## src/rtl/cp0_exception_unit.sv

```systemverilog
// Coprocessor 0: SR/Cause/EPC/PRId, interrupt/exception arbitration and the
// pipeline-wide flush request, plus mtc0/mfc0 and eret handling.
module cp0_exception_unit #(
  parameter logic [31:0] PRID_VALUE = 32'h2024_0707,
  parameter logic [31:0] HANDLER_PC = 32'h0000_4180
) (
  input  logic        clk,
  input  logic        reset,
  input  logic        en,
  input  logic [4:0]  cp0_addr,
  input  logic [31:0] cp0_wdata,
  output logic [31:0] cp0_rdata,
  input  logic [31:0] vpc,
  input  logic        bd_in,
  input  logic [4:0]  exc_code_in,
  input  logic [5:0]  hw_int,
  input  logic        eret,
  output logic        req,
  output logic [31:0] handler_pc,
  output logic [31:0] epc_out
);

  localparam logic [4:0] ADDR_SR    = 5'd12;
  localparam logic [4:0] ADDR_CAUSE = 5'd13;
  localparam logic [4:0] ADDR_EPC   = 5'd14;
  localparam logic [4:0] ADDR_PRID  = 5'd15;

  logic [5:0]  r_im;
  logic        r_exl;
  logic        r_ie;
  logic        r_bd;
  logic [5:0]  r_ip;
  logic [4:0]  r_exccode;
  logic [31:0] r_epc;

  logic        w_int_req;
  logic        w_exc_req;
  logic        w_req;
  logic        w_wr_sr;
  logic        w_wr_epc;
  logic [31:0] w_epc_next;

  // EXL masks both sources, so a held interrupt line cannot re-trigger inside the handler.
  assign w_int_req  = (|(hw_int & r_im)) & r_ie & ~r_exl;
  assign w_exc_req  = (exc_code_in != 5'd0) & ~r_exl;
  assign w_req      = w_int_req | w_exc_req;
  assign w_wr_sr    = en & (cp0_addr == ADDR_SR);
  assign w_wr_epc   = en & (cp0_addr == ADDR_EPC);
  assign w_epc_next = (bd_in ? (vpc - 32'd4) : vpc) & ~32'd3;

  assign req        = w_req;
  assign handler_pc = HANDLER_PC;
  assign epc_out    = r_epc;

  always_ff @(posedge clk) begin
    if (reset) begin
      r_im      <= 6'd0;
      r_exl     <= 1'b0;
      r_ie      <= 1'b0;
      r_bd      <= 1'b0;
      r_ip      <= 6'd0;
      r_exccode <= 5'd0;
      r_epc     <= 32'd0;
    end else begin
      r_ip <= hw_int;
      if (w_req) begin
        r_exl     <= 1'b1;
        r_exccode <= w_int_req ? 5'd0 : exc_code_in;
        r_bd      <= bd_in;
        r_epc     <= w_epc_next;
      end else begin
        if (eret)
          r_exl <= 1'b0;
        // An SR write alongside eret keeps IM/IE from the data but EXL from the eret.
        if (w_wr_sr) begin
          r_im <= cp0_wdata[15:10];
          r_ie <= cp0_wdata[0];
          if (!eret)
            r_exl <= cp0_wdata[1];
        end
        if (w_wr_epc)
          r_epc <= cp0_wdata;
      end
    end
  end

  always_comb begin
    cp0_rdata = 32'd0;
    case (cp0_addr)
      ADDR_SR:    cp0_rdata = {16'd0, r_im, 8'd0, r_exl, r_ie};
      ADDR_CAUSE: cp0_rdata = {r_bd, 15'd0, r_ip, 3'd0, r_exccode, 2'd0};
      ADDR_EPC:   cp0_rdata = r_epc;
      ADDR_PRID:  cp0_rdata = PRID_VALUE;
      default:    cp0_rdata = 32'd0;
    endcase
  end

endmodule
```

## config.mk

```make
export PLATFORM = sky130hd
export DESIGN_NAME = cp0_exception_unit
export DESIGN_NICKNAME = d
export VERILOG_FILES = /design/src/rtl/cp0_exception_unit.sv
export SDC_FILE = /design/constraint.sdc
export NUM_CORES = 1
export LEC_CHECK = 0
export ABC_CLOCK_PERIOD_IN_PS = 3750
export CAP_MARGIN = 20
export CORE_ASPECT_RATIO = 1.5
export CORE_UTILIZATION = 36
export DETAILED_ROUTE_END_ITERATION = 12
export PLACE_DENSITY_LB_ADDON = 0.1
export SLEW_MARGIN = 20
export SYNTH_ARGS = -nofsm -noshare
export SYNTH_HDL_FRONTEND = slang
export SYNTH_SLANG_ARGS = --single-unit
```

## constraint.sdc

```tcl
create_clock -name clk -period 3.75 [get_ports clk]
set_clock_uncertainty 0.05 [all_clocks]
set_input_delay 0.375 -clock clk [delete_from_list [all_inputs] [get_ports clk]]
set_output_delay 0.375 -clock clk [all_outputs]
set_load 0.02 [all_outputs]
```

# [Word level (Yosys, flattened, before mapping)]
# Index checks and enable logic that the tools add are counted.
[word_totals] register_bits=52 input_bits=85 output_inout_bits=97
[op_classes] add_sub_neg=1 n_eq_ne=4 mux=9 bitwise_logic=9 reduce_logical=5
[ops] operator="$pmux 32 s4" count=1
[ops] operator="$mux 32" count=3
[ops] operator="$sub 32x3->32 const B" count=1
[ops] operator="$eq 5x4->1 const B" count=4
[ops] operator="$and 6x6->6" count=1
[ops] operator="$reduce_or 6->1" count=1
[ops] operator="$and 1x1->1" count=5
[ops] operator="$mux 5" count=1
[ops] operator="$reduce_bool 5->1" count=1
[ops] operator="$mux 1" count=4
[ops] operator="$not 1->1" count=2
[ops] operator="$reduce_and 2->1" count=1
[ops] operator="$reduce_bool 2->1" count=1
[ops] operator="$reduce_or 2->1" count=1
[ops] operator="$or 1x1->1" count=1

# [Depth between registers and ports, before layout]
[depth] word_depth=7 depth_mapped=8

# [Worst setup path after synthesis]
# OpenSTA, ideal clock, no wires.
[synth_path] path_type="input-to-output" startpoint="input port exc_code_in[1]" endpoint="output port req" t_arrival_ps=1613 slack_ps=1712 path_stages=6 cell_sequence="or4_1 o21ai_0 and2_1 buf_4 inv_2 clkbuf_1"
[synth_between] elab_chain_len=3
[synth_lines] element="start: declaration" line="15" source="input logic [4:0] exc_code_in,"
[synth_lines] element="$reduce_bool 5->1" line="45" source="assign w_exc_req = (exc_code_in != 5'd0) & ~r_exl;"
[synth_lines] element="$and 1x1->1" line="45"
[synth_lines] element="$or 1x1->1" line="46" source="assign w_req = w_int_req | w_exc_req;"
[synth_lines] element="end: declaration" line="18" source="output logic req,"
# No other way between the ends.

# [Worst setup path in the final report]
[layout_path] startpoint="input port cp0_addr[0]" endpoint="output port cp0_rdata[25]"
[layout_between] elab_chain_len=2
[layout_lines] element="start: declaration" line="10" source="input logic [4:0] cp0_addr,"
[layout_lines] element="$eq 5x4->1" line="89" source="case (cp0_addr)"
[layout_lines] element="$pmux 32 s4 (*)" line="89"
[layout_lines] element="end: declaration" line="12" source="output logic [31:0] cp0_rdata,"
# Mark *: on every way between the ends. The rest lies on a longest branch, timed or not.

==> impl_metrics.json <==
{
  "startpoint_type": "input pin",
  "synth_cells": 420,
  "grt_pass1_vias": 3138,
  "cts.htree.levels": 2,
  "overflow": 0,
  "totalNegativeSetupSlack_ns": 0,
  "cp.required_ns": 3.32,
  "route.final.wire_length_um": 10400,
  "outcome": "finished clean",
  "synthSimpleGateAreaFrac": 0.251,
  "diodes": 0,
  "gp_congestion": 0.790,
  "cts_buffers": 5,
  "netlist.top_cell.by_area": "dfxtp_1",
  "ys_ff_latch": 52,
  "max_freq_mhz": 315,
  "relSlewSlack": 0.310,
  "core_area_mm2": 0.00936,
  "rsz0062_at_grt": "no",
  "yosysUniqueCellTypes": 48,
  "vias": 3326,
  "cts_tree": "yes",
  "powerDensity_mw_per_mm2": 320,
  "power.leakage_nw": 1.89,
  "portBuffers": 147,
  "synth.area.top_cells": "dfxtp_1, mux2i_1, buf_4",
  "hpwl_um": 7850,
  "dieArea_mm2": 0.0102,
  "clk_pin_slew_ns": 0.07,
  "die_x_um": 82.8,
  "tightestPinTransition_ns": 1.03,
  "crit_path_max_fanout": 13,
  "wl_per_cell_um": 15.5,
  "finalMaxSlewViolations": 0,
  "synth_area_per_cell_um2": 8.39,
  "ant_nets": 0,
  "cts_num_sinks": 52,
  "ys_seq_area_frac": 0.295,
  "synth_top_family_by_area": "simple AND/OR/NAND/NOR gates",
  "die-height_um": 123,
  "finalCritPeriodShare": 0.847,
  "drc": 0,
  "insertion_delay_ns": 0.30,
  "layout_common_cells": "clkdlybuf4s50_1, nor2_1, dfxtp_1, mux2i_1, conb_1",
  "syn_area_mm2": 0.00352,
  "drt_first_iter_violations": 116,
  "io_pins": 182,
  "final_nets": 640,
  "hold_path_class": "register to register",
  "top_layer_used": "met4",
  "dr.pass1.iters": 4,
  "clk_path_buf_depth": 2,
  "ir_drop_mv": 0.245,
  "drv_cap": 0,
  "vias_per_cell": 4.99,
  "total_power_mw": 1.65,
  "worstSetupPathType": "input pin to primary output",
  "drive_above_1_share": 0.0757,
  "cp.arrival_ns": 2.75,
  "antenna_found_initial": 0,
  "grt_pass1_wl_um": 15500,
  "synth-compound-area-share": 0.145,
  "grt_max_degree": 53,
  "postCtsResizedCells": 0,
  "grt_use_total": 0.203,
  "rows": 43,
  "setup.worst_path.end_class": "primary output",
  "timing.final.crit_period_ns": 3.18,
  "dr_wl_met3_um": 745,
  "start_util": 0.377,
  "post_cts_buffers": 0,
  "wl_met1_um": 4030,
  "setup_viol": 0,
  "cts_root_buf": "clkbuf_16",
  "synth_warnings": 0,
  "hold_viol_final": 0,
  "synth-adder-area-share": 0.00355,
  "synth_mux_area_frac": 0.125,
  "area_growth_pct": 46.1,
  "netlist.area_leader.share": 0.295,
  "synth_xor_area_frac": 0.0671,
  "hold_buffers": 0,
  "layout_commonest_cell": "clkdlybuf4s50_1",
  "wl_met2_um": 5410
}
[critical path, stage by stage]
cell             delay (ns)
clkdlybuf4s50_1        0.58
nor2b_1                0.58
nor2b_1                0.24
buf_4                  0.23
and2_1                 0.15
clkdlybuf4s50_1        0.60
[final cells by class]
type                    instances  area (um2)
flip-flops and latches         52        1040
well taps                     112         140
clock buffers                   5         125
repair buffers                156        1550
inverters                       4        15.0
fillers                       925        4210
clock inverters                 3        68.8
multi-input cells             335        2210
[flip-flops by register name, summed over array words and instances (netlist names)]
name       cells
epc_out       32
r_im           6
r_ip           6
r_exccode      5
r_bd           1
r_exl          1
r_ie           1
[routing by layer]
metal	vias to the layer above	track usage
met5	-	0
met4	0	0.0625
met3	12	0.0443
met2	128	0.376
met1	1512	0.223
li1	1674	-
[cell families after synthesis]
family | Yosys count
multiplexers | 43
buffers and inverters | 63
other | 2
flip-flops | 52
XOR/XNOR | 27
adder cells (fa/ha/maj) | 1
AO/OA/AOI/OAI | 78
AND/OR/NAND/NOR | 154
[synth_stat cells, drive strengths merged]
cell type  number
a21oi          29
a311oi          4
buf            45
nor4b           2
o31ai           1
dfxtp          52
nand3           4
mux2            8
nor2           58
mux2i          35
or4             5
or2             1
nor3           13
or3             6
o311ai          1
nand2b          1
and2           14
nand3b          2
a32oi           1
or3b            1
xor2            6
nand4b          3
inv             4
o21ai           7
and3b           1
a21o           15
clkbuf         14
ha              1
nor2b          12
a211oi         12
nand4           2
nor4           11
xnor2          21
a22oi           5
a22o            3
conb            2
nand2          18
[report_power, final]
part / internal (mW) / switching (mW)
Clock: 0.385 / 0.220
Combinational: 0.208 / 0.215
Sequential: 0.592 / 0.0286
Total: 1.19 / 0.463
[worst paths after layout]
path	slack, ns	startpoint	cells after the start	to
setup / recovery	0.57	cp0_addr[0]	6	cp0_rdata[25]
hold reg to reg	0.41	r_exccode[1]$_SDFFE_PP0N_	2	r_exccode[1]$_SDFFE_PP0N_
setup reg to reg	1.67	r_im[0]$_SDFFE_PP0P_	6	epc_out[15]$_SDFFE_PP0P_
hold / removal	0.41	r_exccode[1]$_SDFFE_PP0N_	2	r_exccode[1]$_SDFFE_PP0N_
[stage by stage]
| stage | hold WS [ns] | cell area (um2) | worst slack [ns] | std cells | util |
|---|---|---|---|---|---|
| global placement | 0.388 | 4960 | 0.554 | 659 | 0.530 |
| global route | 0.425 | 5150 | 0.444 | 667 | 0.550 |
| floorplan | 0.379 | 3640 | 1.71 | 450 | - |
| CTS | 0.406 | 5150 | 0.579 | 667 | 0.550 |
| finish | 0.410 | 5150 | 0.573 | 667 | 0.550 |
| detailed placement | 0.397 | 4960 | 0.592 | 659 | 0.530 |
(Power assumes the default switching activity.)
